## src/rtl/issue_pkg.sv

```systemverilog
// Shared constants, FSM state type and the RV32I OP/OP-IMM decoder used by alu_issue.
package issue_pkg;
  localparam logic [6:0] OPC_OP_IMM = 7'b0010011;
  localparam logic [6:0] OPC_OP     = 7'b0110011;
  localparam logic [6:0] F7_BASE    = 7'b0000000;
  localparam logic [6:0] F7_ALT     = 7'b0100000;

  localparam logic [5:0] ALU_ADDI  = 6'd18;
  localparam logic [5:0] ALU_SLTI  = 6'd19;
  localparam logic [5:0] ALU_SLTIU = 6'd20;
  localparam logic [5:0] ALU_XORI  = 6'd21;
  localparam logic [5:0] ALU_ORI   = 6'd22;
  localparam logic [5:0] ALU_ANDI  = 6'd23;
  localparam logic [5:0] ALU_SLLI  = 6'd24;
  localparam logic [5:0] ALU_SRLI  = 6'd25;
  localparam logic [5:0] ALU_SRAI  = 6'd26;
  localparam logic [5:0] ALU_ADD   = 6'd27;
  localparam logic [5:0] ALU_SUB   = 6'd28;
  localparam logic [5:0] ALU_SLL   = 6'd29;
  localparam logic [5:0] ALU_SLT   = 6'd30;
  localparam logic [5:0] ALU_SLTU  = 6'd31;
  localparam logic [5:0] ALU_XOR   = 6'd32;
  localparam logic [5:0] ALU_SRL   = 6'd33;
  localparam logic [5:0] ALU_SRA   = 6'd34;
  localparam logic [5:0] ALU_OR    = 6'd35;
  localparam logic [5:0] ALU_AND   = 6'd36;

  typedef enum logic [1:0] {ST_IDLE, ST_DECODE, ST_EXEC, ST_WB} state_e;

  typedef struct packed {
    logic       legal;
    logic [5:0] op;
    logic       use_imm;
    logic       use_shamt;
  } dec_t;

  function automatic dec_t decode_instr(input logic [6:0] opc, input logic [2:0] f3,
                                        input logic [6:0] f7);
    dec_t d;
    d = '{legal: 1'b0, op: 6'd0, use_imm: 1'b0, use_shamt: 1'b0};
    if (opc == OPC_OP_IMM) begin
      d.use_imm = 1'b1;
      d.legal   = 1'b1;
      case (f3)
        3'b000: d.op = ALU_ADDI;
        3'b010: d.op = ALU_SLTI;
        3'b011: d.op = ALU_SLTIU;
        3'b100: d.op = ALU_XORI;
        3'b110: d.op = ALU_ORI;
        3'b111: d.op = ALU_ANDI;
        3'b001: begin
          d.op = ALU_SLLI;
          d.use_shamt = 1'b1;
          d.legal = (f7 == F7_BASE);
        end
        default: begin
          d.use_shamt = 1'b1;
          d.op = (f7 == F7_ALT) ? ALU_SRAI : ALU_SRLI;
          d.legal = (f7 == F7_BASE) || (f7 == F7_ALT);
        end
      endcase
    end else if (opc == OPC_OP) begin
      // Only ADD/SUB and SRL/SRA accept the alternate funct7.
      d.legal = (f7 == F7_BASE);
      case (f3)
        3'b000: begin
          d.op = (f7 == F7_ALT) ? ALU_SUB : ALU_ADD;
          d.legal = (f7 == F7_BASE) || (f7 == F7_ALT);
        end
        3'b001: d.op = ALU_SLL;
        3'b010: d.op = ALU_SLT;
        3'b011: d.op = ALU_SLTU;
        3'b100: d.op = ALU_XOR;
        3'b101: begin
          d.op = (f7 == F7_ALT) ? ALU_SRA : ALU_SRL;
          d.legal = (f7 == F7_BASE) || (f7 == F7_ALT);
        end
        3'b110: d.op = ALU_OR;
        default: d.op = ALU_AND;
      endcase
    end
    return d;
  endfunction
endpackage

```

## src/rtl/issue_regfile.sv

```systemverilog
// 32-entry register file: two operand read ports, a debug read port, one write port; x0 reads 0.
module issue_regfile
  import issue_pkg::*;
#(
  parameter int WIDTH = 32
) (
  input  logic             clk,
  input  logic             reset,
  input  logic             we_i,
  input  logic [4:0]       waddr_i,
  input  logic [WIDTH-1:0] wdata_i,
  input  logic [4:0]       raddr1_i,
  input  logic [4:0]       raddr2_i,
  input  logic [4:0]       dbg_addr_i,
  output logic [WIDTH-1:0] rdata1_o,
  output logic [WIDTH-1:0] rdata2_o,
  output logic [WIDTH-1:0] dbg_data_o
);
  logic [WIDTH-1:0] mem_q [32];

  always_ff @(posedge clk or posedge reset) begin
    if (reset) begin
      for (int i = 0; i < 32; i++) mem_q[i] <= '0;
    end else if (we_i && (waddr_i != 5'd0)) begin
      mem_q[waddr_i] <= wdata_i;
    end
  end

  assign rdata1_o   = (raddr1_i   == 5'd0) ? '0 : mem_q[raddr1_i];
  assign rdata2_o   = (raddr2_i   == 5'd0) ? '0 : mem_q[raddr2_i];
  assign dbg_data_o = (dbg_addr_i == 5'd0) ? '0 : mem_q[dbg_addr_i];
endmodule

```

## src/rtl/alu_issue.sv

```systemverilog
// Serial decode/issue unit for a combinational ALU: IDLE -> DECODE -> EXEC -> WB.
// Optional ALU_ISSUE_TRAP_EN: an illegal instruction halts issue until reset.
module alu_issue
  import issue_pkg::*;
#(
  parameter int WIDTH   = 32,
  parameter int OPWIDTH = 6
) (
  input  logic               clk,
  input  logic               reset,
  input  logic               instr_valid,
  input  logic [31:0]        instr,
  output logic               instr_ready,
  output logic [OPWIDTH-1:0] alu_op,
  output logic [WIDTH-1:0]   alu_in1,
  output logic [WIDTH-1:0]   alu_in2,
  input  logic [WIDTH-1:0]   alu_out,
  output logic               wb_valid,
  output logic [4:0]         wb_rd,
  output logic [WIDTH-1:0]   wb_data,
  output logic               illegal,
  output logic               halted,
  input  logic [4:0]         dbg_addr,
  output logic [WIDTH-1:0]   dbg_data
);
  state_e             state_q;
  dec_t               dec_q;
  logic [11:0]        imm_q;
  logic [4:0]         rs1_q;
  logic [4:0]         rd_q;
  logic [OPWIDTH-1:0] alu_op_q;
  logic [WIDTH-1:0]   alu_in1_q;
  logic [WIDTH-1:0]   alu_in2_q;
  logic [WIDTH-1:0]   result_q;
  logic               wb_valid_q;
  logic [4:0]         wb_rd_q;
  logic               illegal_q;
  logic               halted_q;
  logic [WIDTH-1:0]   rs1_data;
  logic [WIDTH-1:0]   rs2_data;
  logic [WIDTH-1:0]   imm_ext;
  dec_t               dec_in;

  // Decoding at accept lets the illegal pulse be a register that lands in DECODE.
  assign dec_in  = decode_instr(instr[6:0], instr[14:12], instr[31:25]);
  assign imm_ext = dec_q.use_shamt ? {{(WIDTH-5){1'b0}}, imm_q[4:0]}
                                   : {{(WIDTH-12){imm_q[11]}}, imm_q};

  issue_regfile #(.WIDTH(WIDTH)) u_regfile (
    .clk        (clk),
    .reset      (reset),
    .we_i       (state_q == ST_WB),
    .waddr_i    (wb_rd_q),
    .wdata_i    (result_q),
    .raddr1_i   (rs1_q),
    .raddr2_i   (imm_q[4:0]),
    .dbg_addr_i (dbg_addr),
    .rdata1_o   (rs1_data),
    .rdata2_o   (rs2_data),
    .dbg_data_o (dbg_data)
  );

  always_ff @(posedge clk or posedge reset) begin
    if (reset) begin
      state_q    <= ST_IDLE;
      dec_q      <= '0;
      imm_q      <= '0;
      rs1_q      <= '0;
      rd_q       <= '0;
      alu_op_q   <= '0;
      alu_in1_q  <= '0;
      alu_in2_q  <= '0;
      result_q   <= '0;
      wb_valid_q <= 1'b0;
      wb_rd_q    <= '0;
      illegal_q  <= 1'b0;
      halted_q   <= 1'b0;
    end else begin
      wb_valid_q <= 1'b0;
      illegal_q  <= 1'b0;
      case (state_q)
        ST_IDLE: begin
          if (instr_valid && instr_ready) begin
            dec_q     <= dec_in;
            imm_q     <= instr[31:20];
            rs1_q     <= instr[19:15];
            rd_q      <= instr[11:7];
            illegal_q <= !dec_in.legal;
            state_q   <= ST_DECODE;
          end
        end
        ST_DECODE: begin
          if (dec_q.legal) begin
            alu_op_q  <= OPWIDTH'(dec_q.op);
            alu_in1_q <= rs1_data;
            alu_in2_q <= dec_q.use_imm ? imm_ext : rs2_data;
            state_q   <= ST_EXEC;
          end else begin
`ifdef ALU_ISSUE_TRAP_EN
            halted_q <= 1'b1;
`endif
            state_q <= ST_IDLE;
          end
        end
        ST_EXEC: begin
          result_q   <= alu_out;
          wb_valid_q <= 1'b1;
          wb_rd_q    <= rd_q;
          state_q    <= ST_WB;
        end
        default: state_q <= ST_IDLE;
      endcase
    end
  end

  assign instr_ready = (state_q == ST_IDLE) && !halted_q;
  assign alu_op      = alu_op_q;
  assign alu_in1     = alu_in1_q;
  assign alu_in2     = alu_in2_q;
  assign wb_valid    = wb_valid_q;
  assign wb_rd       = wb_rd_q;
  assign wb_data     = result_q;
  assign illegal     = illegal_q;
  assign halted      = halted_q;
endmodule

```

## config.mk

```make
export PLATFORM = sky130hd
export DESIGN_NAME = alu_issue
export DESIGN_NICKNAME = d
export VERILOG_FILES = /design/src/rtl/issue_pkg.sv /design/src/rtl/issue_regfile.sv /design/src/rtl/alu_issue.sv
export SDC_FILE = /design/constraint.sdc
export NUM_CORES = 1
export LEC_CHECK = 0
export ABC_AREA = 1
export CAP_MARGIN = 20
export CORE_ASPECT_RATIO = 1.1
export CORE_MARGIN = 5
export CORE_UTILIZATION = 30
export CTS_BUF_LIST = sky130_fd_sc_hd__clkbuf_16
export DETAILED_ROUTE_END_ITERATION = 12
export PLACE_DENSITY = 0.81
export SYNTH_ARGS = -nofsm -noshare
export SYNTH_HDL_FRONTEND = slang
export SYNTH_SLANG_ARGS = --single-unit
```

## constraint.sdc

```tcl
create_clock -name clk -period 1.05 [get_ports clk]
set_input_delay 0.21 -clock clk [delete_from_list [all_inputs] [get_ports clk]]
set_output_delay 0.21 -clock clk [all_outputs]
set_load 0.01 [all_outputs]
```

==> results.txt, run 1 <==
Crit path depth: 1
Clock Latency Late Sink: 270 ps
reg2reg end: wb_data[30]
first-pass GRT wire length: 7224 um
Routed Antenna Nets: 0
Synth top cells by count: buf_4 (114), nand2_1 (64), dfrtp_1 (35), nand3_1 (32), buf_6 (5)
Max Cap Viol: 0
Critical Path AT: 810 ps
die height: 100.6 um
Post-synth EDFFs: 0
Area Overhead vs Synth: 14.81%
internal reg-to-reg setup slack: 120 ps
non-filler cells, final: 415
CTS root buf: clkbuf_16
clock skew: 4.072 ps
die area: 9291 sq um
WL final: 4758 um
critical path startpoint category: flop
Final Cell Area: 2570 sq um
Core ar.: 7350 sq um
ys flop type: dfrtp_1
Ant. Diodes: 0
final net count: 399
Die Width: 92.36 um
CP bufs+invs: 1
Yosys cell types: 10
VDD IR max: 0.0004553 V
drt first pass iters: 4
Hold Vio Cnt, Final: 0
Final GP Congestion: 0.6956
synth top area cells: dfrtp_1 (39%), buf_4 (38%), nand2_1 (11%)
highest clock rate: 0.9840 GHz
CTS tree: done
area leader, netlist: dfrtp_1
ys async rst share: 100.0%
fin util: 34.97%
RSZ-0062 raised after global routing: yes
Synth warnings: 1
final period utilization: 96.78%
DR iter-0 viols: 33
register bit total from synthesis: 35
Register-to-Register Path Depth: 4
TritonCTS buffer count: 5
cell with the most instances after synthesis: buf_4
Crit path largest cell delay: 390 ps
PD cells: 1184 nW/um^2
post-synthesis cell count: 258
CP top delay family: flip-flops
starting density of the core: 30.46%
clock tree buffer depth: 2
RR Startpoint: state_q[0]
Critical Path, Cell by Cell: buf_2
IO buf count: 66
final HPWL from detailed placement: 3643 um
H-tree levels: 2
min cycle time layout: 1016 ps
drt drc: 0
layout cells sized above 1: 14.94%
CP Max Fanout: 2
CTS Sinks: 35
CP startpoint: wb_data[17]
Mapped Area: 2238 sq um
Setup Crit Path Kind: reg2out
sequential area share after synthesis: 39.13%
endpoint class of the critical path: output pin
Yosys top cell area share: 39.13%
via count of the first global-routing pass: 1,439
All-Layer GR Usage: 9.733%
antenna violations before repair: 0
setup TNS: 0 ps
Synth Area per Inst: 8.676 sq um
CP Data Required Time: 840 ps
Post-Place Cells: 407
Final Max Tran Viols: 0
CP max stage cell: dfrtp_1
Via density: 3.629
row cnt: 33
WL/cell: 11.47 um
worst hold path type: in2async
leakage: 1.320 nW
Clk pin slew, worst setup/hold paths: 50 ps
Area after DPL: 2590 sq um
Vias: 1,506
gr ovfl total: 0
largest net degree at the start of global routing: 36
Hold WS: 317.0 ps
outcome: finished, final reports clean
IO Count: 215
final setup violation count: 0
per-layer routing:
metal / global-route usage [%] / vias up / routed length, um
li1: - / 717 / -
met1: 11.52 / 687 / 1828
met2: 16.57 / 98 / 2361
met3: 3.510 / 4 / 539
met4: 2.857 / 0 / 28
met5: 0 / - / 0
metrics by stage:
stage | power (W) | setup WS (ps)
global route | 0.003176 | -0.2349
finish | 0.003043 | 33.76
floorplan | 0.001868 | 64.11
detailed placement | 0.001708 | -61.67
CTS | 0.003088 | 19.50
global placement | 0.001707 | -58.95
where the power goes:
group	total [W]	switching (W)	internal, W
Clock	0.00135	0.000492	0.000855
Sequential	0.00135	0	0.00135
Combinational	0.000346	0.000230	0.000117
cell type report:
class / instances / area (sq um)
repair buffers: 73 / 591.8
well taps: 87 / 108.9
clock buffers: 5 / 125.1
clock inverters: 3 / 12.51
flip-flops and latches: 35 / 877.1
fillers: 747 / 4780
multi-input cells: 207 / 833.3
inverters: 5 / 21.27
worst min-delay path, delay by kind of cell:
kind / cells / cell delay [ps]
buffers and inverters: 3 / 710
registers in the layout, indices dropped and copies added, names as in the netlist:
| name | count |
|---|---|
| state_q | 2 |
| wb_data | 32 |
| wb_valid | 1 |
timing repair:
action / 4_1_cts / 5_1_grt
hold buffers: 0 / 0
resized for setup: 132 / 2
setup endpoints to repair: 33 / 9
buffers inserted: 0 / 0
worst max path at each step:
stage	endpoint	slack [ps]
final	wb_data[17]	30
after global routing	wb_data[17]	-0.2
after CTS	wb_data[17]	20
after detailed placement	wb_data[17]	-60
after global placement	wb_data[17]	-60
after floorplan	state_q[0]	60
cells in the final DEF (no fill, tap or decap):
| cell | n |
|---|---|
| clkbuf_16 | 5 |
| nand2_8 | 1 |
| clkdlybuf4s50_1 | 33 |
| buf_4 | 4 |
| nand3_1 | 32 |
| buf_12 | 3 |
| dfrtp_1 | 34 |
| inv_4 | 1 |
| buf_6 | 1 |
| nand2_1 | 64 |
| conb_1 | 110 |
| inv_1 | 6 |
| dfrtp_2 | 1 |
| buf_2 | 32 |
| clkinv_2 | 1 |
cells by family (layout without fill, tap and decap cells):
group / after synthesis / count (layout) / share of synthesized area (%)
buffers and inverters: 125 / 86 / 41.92
flip-flops: 35 / 35 / 39.13
AND/OR/NAND/NOR: 97 / 97 / 18.78
other: 1 / 110 / 0.1675
Note: power is estimated with default switching activity, not from simulation.
==> inputs of run 2 (changes only) <==
CAP_MARGIN = default   (was 20)
==> results of run 2 <==
Final layout, timing and power as in run 1 (identical DEF).
==> inputs of run 3 (changes only) <==
PLACE_DENSITY = 0.79   (was 0.81)
==> run 3 against run 2 <==
Net effect:
- die area is the same
- largest power group is now the clock network
- via count is the same
- combinational power is essentially flat
- worst setup slack gained 5.7 ps
- clock skew shrank 1.2 ps
- utilization grew 0.48 points
- count of clock-buffer cells in the layout is the same
- non-clock buffer count grew 3
- maximum frequency grew 0.57%
- first-iteration DRC count shrank 45%
- power grew 9.2%
==> results.txt, run 3 (same netlist as run 1, synthesis figures left out) <==
outcome: finished, final reports clean
drt first pass iters: 4
dpl ws: -76.41 ps
CP top delay family: flip-flops
Final GP Congestion: 0.6586
endpoint class of the critical path: output pin
CP Max Fanout: 2
setup TNS: 0 ps
Critical Path, Cell by Cell: buf_2
min cycle time layout: 1011 ps
Critical Path AT: 800 ps
DR iter-0 viols: 18
most frequent cells in the layout: conb_1 (110), nand2_1 (64), dfrtp_1 (35)
worst hold path type: in2async
CTS tree: done
busiest grt layer: met2
CP bufs+invs: 1
Vias: 1,506
Layout fillers: 772
Routed Antenna Nets: 0
Hold Vio Cnt, Final: 0
WL/cell: 11.15 um
Ant. Diodes: 0
first-pass GRT wire length: 6920 um
Hold WS: 293.2 ps
clock skew: 2.831 ps
largest net degree at the start of global routing: 36
die height: 100.6 um
final setup violation count: 0
WL final: 4660 um
All-Layer GR Usage: 9.320%
drt drc: 0
Post-Place Cells: 409
cts hold-fix bufs: 0
final period utilization: 96.24%
Final Max Tran Viols: 0
Max Cap Viol: 0
leakage: 1.338 nW
critical path startpoint category: flop
antenna violations before repair: 0
min setup slack post-route: 39.48 ps
met3 Usage GRT: 4.332%
highest clock rate: 0.9896 GHz
IO Count: 215
IO buf count: 66
Clk pin slew, worst setup/hold paths: 50 ps
CTS Sinks: 35
Crit path largest cell delay: 380 ps
row cnt: 33
Via density: 3.603
clock tree buffer depth: 2
die area: 9291 sq um
via count of the first global-routing pass: 1,442
leading cell type in the layout, fill and taps excluded: conb_1
TritonCTS buffer count: 5
starting density of the core: 30.46%
Core ar.: 7350 sq um
CP max stage cell: dfrtp_1
RSZ-0062 raised after global routing: no
max reg flops: 32
CTS root buf: clkbuf_16
M1 GR Usage: 10.35%
Die Width: 92.36 um
PD cells: 1275 nW/um^2
H-tree levels: 2
non-filler cells, final: 418
CP Data Required Time: 840 ps
Area Overhead vs Synth: 16.38%
area of the multi-input gates: 833.3 sq um
Clock Latency Late Sink: 270 ps
final HPWL from detailed placement: 3619 um
final net count: 402
met2 usage in global routing: 15.96%
layout cells sized above 1: 15.71%
VDD IR max: 0.0005483 V
register area: 875.8 sq um
gr ovfl total: 0
Setup Crit Path Kind: reg2out
## run 3: changes by cell type in the layout (fill, tap and decap cells not counted), sizes merged
cell | before | now
buf | 40 | 43
bufinv | 0 | 1
inv | 7 | 5
clkinv | 1 | 2
## run 3: final cells by class
| type | count | share of cell area, % |
|---|---|---|
| flip-flops and latches | 35 | 33.62 |
| clock buffers | 5 | 4.803 |
| repair buffers | 76 | 23.10 |
| clock inverters | 3 | 1.489 |
| multi-input cells | 207 | 31.99 |
| inverters | 5 | 0.8165 |
| well taps | 87 | 4.179 |
## run 3: final timing paths
kind	from	end	slack, ps	cells past startpoint
max in group asynchronous	reset	wb_data[25]	600	3
worst min register to register	wb_data[31]	wb_data[31]	460	2
worst max-delay path	wb_data[23]	wb_data[23]	40	1
worst max register to register	state_q[1]	wb_data[1]	100	4
worst min-delay path	reset	wb_data[2]	290	3
min in group clk	wb_data[31]	wb_data[31]	460	2
## run 3: power by group
group          internal (W)  leakage (nW)  switching [W]  total [W]
registers           0.00135         0.322              0    0.00135
clock network       0.00111        0.0812       0.000522    0.00163
logic              0.000116         0.935       0.000229   0.000345
total               0.00257          1.34       0.000751    0.00332
## run 3: layer usage
layer	share of wire [%]	vias to the layer above	wire length (um)
li1	-	716	-
met1	35	690	1613
met2	51	96	2357
met3	14	4	661
met4	0.58	0	27
met5	0	-	0
## run 3: repair_timing
action / in CTS / in global routing
setup endpoints to repair: 33 / 2
pin swaps: 0 / 0
buffers inserted: 0 / 1
gates resized for setup: 132 / 1
## run 3: metrics by stage
step	power, W	instance area, sq um	utilization, %
after floorplan	0.001868	2648	-
after global placement	0.001706	2592	35.27
after detailed placement	0.001707	2592	35.27
after CTS	0.003355	2591	35.26
after global routing	0.003477	2605	35.44
final	0.003322	2605	35.44
==> RTL edit: new RTL, flow settings as in run 2 <==
The parameter `OPWIDTH` goes from 6 to 12.
--- a/src/rtl/alu_issue.sv
+++ b/src/rtl/alu_issue.sv
@@ -6,3 +6,3 @@
   parameter int WIDTH   = 32,
-  parameter int OPWIDTH = 6
+  parameter int OPWIDTH = 12
 ) (
Interface: changed (resized alu_op); port bits go from 215 to 221. The function was not compared with the original's and may differ.
==> RTL edit against run 2 <==
- sequential share of layout area is 0.36 points lower
- wire length grew 0.29%
- via count up 1.1%
- total power increased by 2.1%
- sequential cell count unchanged
- cell area up 1.1%
- worst setup slack improved by 0.0022 ns
- synthesized area up 2.0%
- global-route usage is 0.42 points lower
- utilization about the same
- critical endpoint is now wb_data[3]
- largest power group is now clock
- highest routed layer unchanged
==> RTL edit: results (changes against run 2) <==
* Asr flop ratio synth at 100.0% (unchanged)
* Skew final at 0.005331 ns (+0.001259 ns)
* Leak at 1.334 nW (+1.1%)
* Min-Delay Path Class: primary input to asynchronous set/reset pin
* WP data arrival at about 0.8 ns
* Pre-CTS setup slack at -0.06363 ns (-0.001963 ns)
* Placer Congestion at 0.7122 (+2.4%)
* DRT iter0 DRCs at 52 (+58%)
* Critical path's slowest cell: dfrtp_1
* GRT Overall Usage at 9.316% (-0.42 points)
* Worst-Skew Late Latency at 0.27 ns (about the same)
* Largest net degree at the start of global routing at 36 (unchanged)
* Vias in the first global route at 1385 (-3.8%)
* Most frequent cells after synthesis: buf_4, nand2_1, dfrtp_1
* Worst IR Drop VDD at 0.5300 mV (+16%)
* NetSw at 0.0007780 W (+7.8%)
* Avg WL per Cell at 11.31 um (-1.4%)
* DP Wirelength at 3681 um (+1.1%)
* Initial antenna violation count at 0 (unchanged)
* Fillcell total at 779 (+4.3%)
* Layout cells sized above 1 at 15.22% (+0.28 points)
* Inserted Clock Buffers at 5 (unchanged)
* Number of flip-flops under the largest register name at 32 (unchanged)
* I/O Buffers at 66 (unchanged)
* Cell variety after synth at 10 (unchanged)
* Largest cells by area after synthesis: buf_4, dfrtp_1, nand2_1
* First-pass GRT wire length at 6844 um (-5.3%)
* Die Width at 93.19 um (+0.89%)
* Register area share after synthesis at 38.36% (-0.77 points)
* Drt via density at 3.609 (-0.55%)
* Nets at 406 (+1.8%)
* Clk slew on worst S/H paths at ~0.060 ns
* Diodes inserted at 0 (unchanged)
* Max Fanout on Critical Path at 2 (unchanged)
* Status: finished clean
* Commonest register cell after synthesis: dfrtp_1
* Root Buffer: clkbuf_16
RTL edit: cell count changes after synthesis:
cell | before | now
buf_4 | 114 | 120
RTL edit: timing repair:
action,4_1_cts,5_1_grt
setup endpoints to repair,33,12
gates resized for setup,132,1
hold buffers,0,0
setup buffers,0,0
RTL edit: final timing paths:
check / end / start / cells after the start / slack [ns]
min reg2reg: wb_data[16]$_DFFE_PP0N_ / wb_data[16]$_DFFE_PP0N_ / 2 / 0.47
min: wb_data[5]$_DFFE_PP0N_ / reset / 3 / 0.29
max in group asynchronous: state_q[1]$_DFFE_PP0P_ / reset / 3 / 0.56
max: wb_data[3] / wb_data[3]$_DFFE_PP0N_ / 1 / 0.04
min in group clk: wb_data[16]$_DFFE_PP0N_ / wb_data[16]$_DFFE_PP0N_ / 2 / 0.47
max reg2reg: wb_data[3]$_DFFE_PP0N_ / state_q[0]$_DFFE_PP0P_ / 4 / 0.11
RTL edit: routing by layer:
| layer | GRT usage, % | share of wire [%] |
|---|---|---|
| met2 | 16.62 | 52 |
| met3 | 3.120 | 11 |
| met4 | 3.608 | 1.3 |
| met5 | 0 | 0 |
| met1 | 10.24 | 36 |
RTL edit: through the flow:
stage	instances	area, um2	hold slack (ns)	setup TNS [ns]
floorplan	379	2715	0.3546	0
global placement	414	2620	0.4553	-0.8047
detailed placement	414	2620	0.4584	-1.086
CTS	422	2596	0.3003	0
global route	422	2597	0.3362	0
finish	422	2597	0.2920	0
RTL edit: cells by family (layout without fill, tap and decap cells):
| family | after synthesis | count (layout) | share of synthesized area (%) |
|---|---|---|---|
| and+or+nand+nor | 97 | 97 | 18.41 |
| buffers and inverters | 131 | 87 | 43.07 |
| DFF | 35 | 35 | 38.36 |
| other | 1 | 116 | 0.1642 |
RTL edit: power by group through the flow:
stage	Combinational, W	Clock [W]	Sequential [W]
final	0.000354	0.00140	0.00135
after detailed placement	0.000342	0	0.00137
after floorplan	0.000521	0	0.00137
after CTS	0.000343	0.00146	0.00135
after global placement	0.000339	0	0.00137
after global routing	0.000392	0.00152	0.00135
RTL edit: cell type report:
class	count	area share, %
Multi-Input combinational cell	213	32.95
Clock inverter	3	0.6262
Timing Repair Buffer	74	22.83
Sequential cell	35	33.77
Tap cell	87	4.191
Inverter	5	0.8189
Clock buffer	5	4.817
RTL edit: worst reg2reg max path, cell delays in order (launching register included):
cell	delay, ns
dfrtp_1	0.39
inv_4	0.10
nand2_8	0.15
nand2_1	0.12
nand2_1	0.06
